**config.mk**
```make
export PLATFORM = sky130hd
export DESIGN_NAME = pipeline_hazard_ctrl
export DESIGN_NICKNAME = d
export VERILOG_FILES = /design/src/rtl/pipeline_hazard_ctrl.sv
export SDC_FILE = /design/constraint.sdc
export NUM_CORES = 1
export LEC_CHECK = 0
export CORE_MARGIN = 3
export CORE_UTILIZATION = 48
export CTS_BUF_LIST = sky130_fd_sc_hd__clkbuf_16
export DETAILED_ROUTE_END_ITERATION = 8
export HOLD_SLACK_MARGIN = 0.06
export PLACE_DENSITY = 0.89
export REMOVE_ABC_BUFFERS = 1
export SYNTH_ARGS = -nofsm -noshare
export SYNTH_HDL_FRONTEND = slang
export SYNTH_SLANG_ARGS = --single-unit
```
**constraint.sdc**
```tcl
create_clock -name clk -period 4.5 [get_ports clk]
set_input_delay 0.45 -clock clk [delete_from_list [all_inputs] [get_ports clk]]
set_output_delay 0.45 -clock clk [all_outputs]
set_load 0.03 [all_outputs]
```
**src/rtl/pipeline_hazard_ctrl.sv**
```systemverilog
// pipeline_hazard_ctrl: stall, flush, freeze and forwarding control for the
// 5-stage pipeline. Build with HAZARD_PERF_EN defined to add saturating
// perf counters for load-use bubbles, flushes and freeze cycles.
module pipeline_hazard_ctrl #(
  parameter int REG_W        = 5,
  parameter int CNT_W        = 16,
  parameter int WAIT_TIMEOUT = 255
) (
  input  logic             clk,
  input  logic             reset,
  input  logic [REG_W-1:0] id_rs,
  input  logic [REG_W-1:0] id_rt,
  input  logic             id_uses_rs,
  input  logic             id_uses_rt,
  input  logic [REG_W-1:0] ex_rs,
  input  logic [REG_W-1:0] ex_rt,
  input  logic [REG_W-1:0] ex_dest,
  input  logic             ex_reg_write,
  input  logic             ex_mem_read,
  input  logic             branch_taken,
  input  logic [REG_W-1:0] mem_dest,
  input  logic             mem_reg_write,
  input  logic [REG_W-1:0] wb_dest,
  input  logic             wb_reg_write,
  input  logic             mem_wait,
  output logic             pc_write_en,
  output logic             if_id_write_en,
  output logic             id_ex_write_en,
  output logic             ex_mem_write_en,
  output logic             mem_wb_write_en,
  output logic             if_id_flush,
  output logic             id_ex_flush,
  output logic [1:0]       fwd_a_sel,
  output logic [1:0]       fwd_b_sel,
  output logic             mem_timeout
`ifdef HAZARD_PERF_EN
  ,
  output logic [CNT_W-1:0] perf_stall_cnt,
  output logic [CNT_W-1:0] perf_flush_cnt,
  output logic [CNT_W-1:0] perf_freeze_cnt
`endif
);

  typedef enum logic [1:0] {RUN = 2'd0, FREEZE = 2'd1} state_t;

  localparam logic [CNT_W-1:0] TIMEOUT = CNT_W'(WAIT_TIMEOUT);

  state_t           state_q, state_d;
  logic             branch_pend_q, branch_pend_d;
  logic [CNT_W-1:0] wait_cnt_q, wait_cnt_d;
  logic             mem_timeout_q, mem_timeout_d;

  logic lu, br;
  logic stall_cyc, flush_cyc, freeze_cyc;
  // raw (un-gated) control decisions
  logic pc_we, ifid_we, idex_we, exmem_we, memwb_we, ifid_fl, idex_fl;
  logic [1:0] fwd_a, fwd_b;

  // State, pending-branch, freeze counter and sticky timeout registers
  always_ff @(posedge clk or negedge reset) begin
    if (!reset) begin
      state_q       <= RUN;
      branch_pend_q <= 1'b0;
      wait_cnt_q    <= '0;
      mem_timeout_q <= 1'b0;
    end else begin
      state_q       <= state_d;
      branch_pend_q <= branch_pend_d;
      wait_cnt_q    <= wait_cnt_d;
      mem_timeout_q <= mem_timeout_d;
    end
  end

  // Next state and hazard controls. A held memory overrides everything;
  // the first cycle with mem_wait low is resolved with the RUN rules, so a
  // branch latched on freeze entry flushes exactly then.
  always_comb begin
    lu = ex_mem_read & ex_reg_write & (ex_dest != '0) &
         ((id_uses_rs & (id_rs == ex_dest)) | (id_uses_rt & (id_rt == ex_dest)));
    br = branch_taken | branch_pend_q;

    state_d       = state_q;
    branch_pend_d = branch_pend_q;
    wait_cnt_d    = wait_cnt_q;
    pc_we         = 1'b1;
    ifid_we       = 1'b1;
    idex_we       = 1'b1;
    exmem_we      = 1'b1;
    memwb_we      = 1'b1;
    ifid_fl       = 1'b0;
    idex_fl       = 1'b0;
    stall_cyc     = 1'b0;
    flush_cyc     = 1'b0;
    freeze_cyc    = 1'b0;

    if (mem_wait) begin
      pc_we    = 1'b0;
      ifid_we  = 1'b0;
      idex_we  = 1'b0;
      exmem_we = 1'b0;
      memwb_we = 1'b0;
      if (state_q == RUN) begin
        // EX is held from here on, so branch_taken is only captured now
        state_d    = FREEZE;
        wait_cnt_d = '0;
        if (branch_taken) branch_pend_d = 1'b1;
      end else begin
        freeze_cyc = 1'b1;
        if (wait_cnt_q != '1) wait_cnt_d = wait_cnt_q + 1'b1;
      end
    end else begin
      state_d    = RUN;
      wait_cnt_d = '0;
      if (br) begin
        // the load-use victim (if any) is squashed, so no stall is needed
        ifid_fl       = 1'b1;
        idex_fl       = 1'b1;
        branch_pend_d = 1'b0;
        flush_cyc     = 1'b1;
      end else if (lu) begin
        pc_we     = 1'b0;
        ifid_we   = 1'b0;
        idex_fl   = 1'b1;
        stall_cyc = 1'b1;
      end
    end

    mem_timeout_d = mem_timeout_q | (freeze_cyc & (wait_cnt_d >= TIMEOUT));
  end

  // Operand forwarding; the younger EX/MEM result wins over MEM/WB
  always_comb begin
    fwd_a = 2'b00;
    fwd_b = 2'b00;
    if (mem_reg_write && mem_dest != '0 && mem_dest == ex_rs)     fwd_a = 2'b01;
    else if (wb_reg_write && wb_dest != '0 && wb_dest == ex_rs)   fwd_a = 2'b10;
    if (mem_reg_write && mem_dest != '0 && mem_dest == ex_rt)     fwd_b = 2'b01;
    else if (wb_reg_write && wb_dest != '0 && wb_dest == ex_rt)   fwd_b = 2'b10;
  end

  // While reset is held the outputs show RUN defaults immediately, even if
  // the memory is still reporting busy.
  always_comb begin
    pc_write_en     = 1'b1;
    if_id_write_en  = 1'b1;
    id_ex_write_en  = 1'b1;
    ex_mem_write_en = 1'b1;
    mem_wb_write_en = 1'b1;
    if_id_flush     = 1'b0;
    id_ex_flush     = 1'b0;
    fwd_a_sel       = 2'b00;
    fwd_b_sel       = 2'b00;
    if (reset) begin
      pc_write_en     = pc_we;
      if_id_write_en  = ifid_we;
      id_ex_write_en  = idex_we;
      ex_mem_write_en = exmem_we;
      mem_wb_write_en = memwb_we;
      if_id_flush     = ifid_fl;
      id_ex_flush     = idex_fl;
      fwd_a_sel       = fwd_a;
      fwd_b_sel       = fwd_b;
    end
  end

  assign mem_timeout = mem_timeout_q;

`ifdef HAZARD_PERF_EN
  logic [CNT_W-1:0] perf_stall_q, perf_stall_d;
  logic [CNT_W-1:0] perf_flush_q, perf_flush_d;
  logic [CNT_W-1:0] perf_freeze_q, perf_freeze_d;

  // Saturating event counters
  always_comb begin
    perf_stall_d  = perf_stall_q;
    perf_flush_d  = perf_flush_q;
    perf_freeze_d = perf_freeze_q;
    if (stall_cyc  && perf_stall_q  != '1) perf_stall_d  = perf_stall_q  + 1'b1;
    if (flush_cyc  && perf_flush_q  != '1) perf_flush_d  = perf_flush_q  + 1'b1;
    if (freeze_cyc && perf_freeze_q != '1) perf_freeze_d = perf_freeze_q + 1'b1;
  end

  // Perf counter registers
  always_ff @(posedge clk or negedge reset) begin
    if (!reset) begin
      perf_stall_q  <= '0;
      perf_flush_q  <= '0;
      perf_freeze_q <= '0;
    end else begin
      perf_stall_q  <= perf_stall_d;
      perf_flush_q  <= perf_flush_d;
      perf_freeze_q <= perf_freeze_d;
    end
  end

  assign perf_stall_cnt  = perf_stall_q;
  assign perf_flush_cnt  = perf_flush_q;
  assign perf_freeze_cnt = perf_freeze_q;
`endif

endmodule

```
Word-level counts from Yosys, hierarchy flattened
Cells that the tools add are included.
{"block": "totals", "latch_bits": 0, "wordCells": 66, "ramBits": 0, "in_bits": 45, "mem_count": 0, "reg_bits": 20, "romBits": 0}
{"block": "op_classes", "mul": 0, "magnitude_cmp": 1, "reduce_logical": 12, "addsub": 1, "mux": 30, "eq_ne": 9, "shifts": 0, "div": 0, "bitwise_logic": 9}
{"cell": "2-to-1 mux 16 bit", "count": 3}
{"cell": "== test 5 bit", "count": 6}
{"cell": "2-to-1 mux 1 bit", "count": 19}
{"cell": "adder 16 x 1 -> 16 bit (second input constant)", "count": 1}
{"cell": "greater-or-equal comparator 16 x 8 -> 1 bit (second input constant)", "count": 1}
{"cell": "2-to-1 mux 2 bit", "count": 8}
{"cell": "!= test 16 bit (second input constant)", "count": 1}
{"cell": "nonzero test 5 bit", "count": 3}
{"cell": "AND 1 bit", "count": 6}
{"cell": "logical AND 1 bit", "count": 6}
{"cell": "bitwise OR 1 bit", "count": 3}
{"cell": "AND reduction 3 bit", "count": 1}
{"cell": "logical NOT 2 bit", "count": 1}
{"cell": "!= test 2 x 1 -> 1 bit (second input constant)", "count": 1}
{"cell": "!= test 2 bit (second input constant)", "count": 1}
{"cell": "nonzero test 2 bit", "count": 1}

Depth between registers and ports, before layout
{"block": "depth", "depth_word": 8, "depth_mapped": 8}

Worst setup path before layout
Ideal clock, no wire load.
{"block": "synth_path", "path_kind": "input to output", "startpoint": "input ex_dest[1]", "endpoint": "output pc_write_en", "n_path_buf": 1, "setup_slack_ns": 1.751, "t_arrival_ns": 2.299, "stages": 6, "cell_sequence": "or4_1 > o211ai_1 > a21o_1 > nor3_1 > o21ai_0 > buf_4"}
{"block": "synth_between", "elab_chain_cells": 8, "elab_cells_between_ends": 12, "classes_between": "2 x eq/ne; 4 x mux; 5 x bitwise; 1 x reduce/logical"}
{"item": "start, declared", "line": "17", "rtl": "input logic [REG_W-1:0] ex_dest,"}
{"item": "== test 5 bit", "line": "79", "rtl": "((id_uses_rs & (id_rs == ex_dest)) | (id_uses_rt & (id_rt == ex_dest)));"}
{"item": "AND 1 bit", "line": "79"}
{"item": "bitwise OR 1 bit", "line": "79"}
{"item": "AND 1 bit *", "line": "78", "rtl": "lu = ex_mem_read & ex_reg_write & (ex_dest != '0) &"}
{"item": "2-to-1 mux 1 bit * (4 in a row)"}
{"item": "end, declared", "line": "26", "rtl": "output logic pc_write_en,"}
Mark *: on every way between the ends. The rest lies on a longest branch, timed or not.

Worst setup path in the final report
{"block": "layout_path", "startpoint": "input mem_dest[1]", "endpoint": "output fwd_b_sel[1]"}
{"block": "layout_between", "elab_chain_cells": 5, "elab_cells_between_ends": 6, "classes_between": "1 x eq/ne; 2 x mux; 3 x reduce/logical"}
{"item": "start, declared", "line": "21", "rtl": "input logic [REG_W-1:0] mem_dest,"}
{"item": "nonzero test 5 bit", "line": "137", "rtl": "if (mem_reg_write && mem_dest != '0 && mem_dest == ex_rt) fwd_b = 2'b01;"}
{"item": "logical AND 1 bit", "line": "137"}
{"item": "logical AND 1 bit *", "line": "137"}
{"item": "2-to-1 mux 2 bit *", "line": "137"}
{"item": "2-to-1 mux 2 bit *", "line": "153", "rtl": "if (reset) begin"}
{"item": "end, declared", "line": "34", "rtl": "output logic [1:0] fwd_b_sel,"}
Marks and branches as above.

==> flow_metrics.py <==
metrics = {
    "die": {
        "start_util": 0.5081,
        "die_area_um2": 4008,
        "die_height_um": 63.31,
        "row_count": 20,
        "core_um2": 3103,
        "io_pins": 57,
        "die_w_um": 63.31,
    },
    "cts": {
        "hold_buffers": 0,
        "clock_latency_ns": 0.25,
        "cts.htree.levels": 1,
        "cts_setup_buffers": 0,
        "cts_buffers": 3,
        "cts-root-buf": "clkbuf_16",
        "clk_pin_slew_ns": 0.06,
        "cts_resized": 0,
        "clock-sinks": 19,
        "cts_buffer_depth": 2,
        "tritoncts": "built",
    },
    "drt": {
        "vias_per_cell": 5.498,
        "top_layer_used": "met4",
        "wl_per_cell_um": 14.40,
        "drt_pre_antenna_iters": 5,
        "num_vias": 1523,
        "drtIter0Drc": 206,
        "drt-met1-wl_mm": 1.622,
        "wl_mm": 3.989,
        "drc_errors": 0,
        "drtAntennaViolNets": 0,
        "dr_wl_met3_um": 263,
        "met2WireLength_mm": 2.051,
    },
    "setup_path": {
        "crit_start": "mem_dest[1]",
        "crit_buf_inv": 2,
        "crit_arrival_ns": 2.85,
        "crit_family": "buffers and inverters",
        "r2r_slack_ns": 1.79,
        "path_cells": "clkdlybuf4s50_1 -> or4_1 -> o21ai_0 -> nor4_1 -> nor4_1 -> clkdlybuf4s50_1",
        "cp.required_ns": 4.05,
        "setup.worst_path.end_class": "primary output",
        "r2r_cells": 7,
        "r2r-end": "mem_timeout$_DFF_PN0_",
        "path_max_fanout": 3,
        "cp_slowest_stage_delay_ns": 0.73,
        "crit_slowest_cell": "clkdlybuf4s50_1",
        "cp-start-kind": "primary input",
        "r2r_start": "wait_cnt_q[0]$_DFF_PN0_",
        "crit_type": "in2out",
    },
    "logic_synthesis": {
        "avgSynthCellArea_um2": 8.568,
        "yosysSeqAreaShare": 0.3016,
        "post-synth-top-area-fraction": 0.3016,
        "netlist_area_um2": 1577,
        "synth_area_leaders": "dfrtp_1, xor2_1, xnor2_1, nor2_1, nand3_1",
        "synth_top_cell_by_area": "dfrtp_1",
        "synthCells": 184,
        "synth_seq_cells": 19,
        "synth_warnings": 0,
        "synth.distinct_cells": 42,
    },
    "timing": {
        "tightest_slew_ns": 0.4725,
        "fin_ws_ns": 1.198,
        "clock_skew_ns": 0.002302,
        "clock.fmax_mhz": 302.9,
        "post-route-min-period_ns": 3.302,
        "rsz0062_at_grt": "false",
        "hold_violations": 0,
        "slew_headroom": 0.6840,
        "hold_ws_ns": 0.5370,
        "final.period_utilization": 0.7337,
        "slew_viol_final": 0,
        "finalSetupTns_ns": 0,
        "setup_viol": 0,
    },
    "run": {
        "maxCapViolations": 0,
    },
    "layout": {
        "design.final.nets": 280,
        "num_antenna_cells": 0,
        "regArea_um2": 475.5,
        "multiInputGateArea_um2": 1028,
        "drive_gt1_frac": 0.04292,
        "layout_commonest_cell": "clkdlybuf4s50_1",
        "final_core_util": 0.7113,
        "fillers": 253,
        "layout_common_cells": "clkdlybuf4s50_1, xor2_1, dfrtp_1",
        "syn2layout_area_growth_pct": 40.00,
    },
    "hold_path": {
        "min_to": "branch_pend_q$_DFFE_PN0P_",
        "hold_class": "reg2reg",
        "min_path_cells": 1,
        "min-delay-start": "branch_pend_q$_DFFE_PN0P_",
    },
    "power_and_ir_drop": {
        "power_density_nw_per_um2": 208.5,
        "peakVddDrop_mv": 0.1196,
        "leakage_nw": 0.8798,
    },
    "status": {
        "status": "finished, final reports clean",
    },
    "grt": {
        "grt_max_degree": 26,
        "grt_usage": 0.2118,
        "first_global_vias": 1530,
        "grt_pass1_wl_mm": 6.934,
        "grt_antenna_before_repair": 0,
        "grt.overflow.total": 0,
    },
    "placed_design": {
        "gp_congestion": 0.8988,
        "place_ws_ns": 1.182,
        "io_buffers": 56,
        "place_hpwl_mm": 3.231,
    },
}
==> area by class of cell <==
class | instances | share of cell area
multi-input cells | 153 | 0.4660
repair buffers | 57 | 0.2574
flip-flops and latches | 19 | 0.2154
clock buffers | 3 | 0.03401
well taps | 44 | 0.02494
clock inverters | 1 | 0.002268
==> metal layers <==
layer	GRT usage	up-vias
met4	0.05930	0
met2	0.3715	50
met1	0.2570	697
met5	0	-
li1	-	766
met3	0.05169	10
==> synthesized netlist by cell type <==
cell / n
and3_1: 3
mux2i_1: 1
a31oi_1: 3
and2_1: 5
clkbuf_1: 3
a2111o_1: 1
or4_1: 6
nand3_1: 10
nor4bb_1: 1
a32o_1: 1
nor2b_1: 1
or3_1: 1
ha_1: 1
and3b_1: 1
buf_2: 4
xor2_1: 26
nand3b_1: 1
and4_4: 1
o211ai_1: 2
nand4_1: 6
and4_1: 2
a41oi_1: 1
nor3_2: 1
a31o_2: 1
and4b_1: 1
nand2_1: 13
buf_4: 4
dfrtp_1: 19
xnor2_1: 10
o21ai_0: 6
nor2_1: 16
and2_4: 1
a21o_1: 4
a211oi_4: 1
a21oi_1: 9
nor3_1: 3
buf_6: 1
nor4_1: 6
o311a_1: 1
a211oi_1: 2
nand2b_1: 2
o21a_1: 2
==> state kept, by name (all words and copies together), names as in the netlist <==
name           cells
branch_pend_q      1
wait_cnt_q        16
mem_timeout        1
state_q            1
==> per-stage QoR <==
stage          cells  total power, mW  instance area (µm²)
4_1_cts          277           0.4642                 2207
6_report         277           0.4603                 2207
2_1_floorplan    172           0.2147                 1504
3_3_place_gp     273           0.2788                 2127
3_5_place_dp     273           0.2806                 2127
5_1_grt          277           0.4787                 2207
==> worst register-to-register path, stage by stage, from the launching register on <==
cell and delay [ns]:
dfrtp_1 0.41, ha_1 0.34, and4_4 0.29, and2_4 0.20
a211oi_4 0.07, or3_1 0.40, a2111o_1 0.37, or4_1 0.51
==> power by group <==
group	internal, mW	switching [mW]	leakage [nW]
registers	0.173	0.00184	0.261
logic	0.0582	0.0439	0.578
clock network	0.119	0.0643	0.0409
total	0.350	0.110	0.880
==> kinds of logic (layout without fill, tap and decap cells) <==
| group | after synthesis | after routing | share of synthesized area |
|---|---|---|---|
| AND/OR/NAND/NOR | 81 | 81 | 0.2873 |
| XOR/XNOR | 36 | 36 | 0.2000 |
| AO/OA/AOI/OAI | 34 | 34 | 0.1508 |
| flip-flops | 19 | 19 | 0.3016 |
| buffers and inverters | 12 | 61 | 0.04603 |
| adder cells (fa/ha/maj) | 1 | 1 | 0.007935 |
| multiplexers | 1 | 1 | 0.006349 |
==> worst max path at each step <==
stage,to,slack (ns),cells past startpoint
2_1_floorplan,if_id_write_en,1.49,5
3_3_place_gp,fwd_b_sel[1],1.23,6
3_5_place_dp,fwd_b_sel[1],1.18,6
4_1_cts,fwd_b_sel[1],1.20,6
5_1_grt,fwd_b_sel[1],1.06,6
6_report,fwd_b_sel[1],1.20,6
Note: power is estimated with default switching activity, not from simulation.
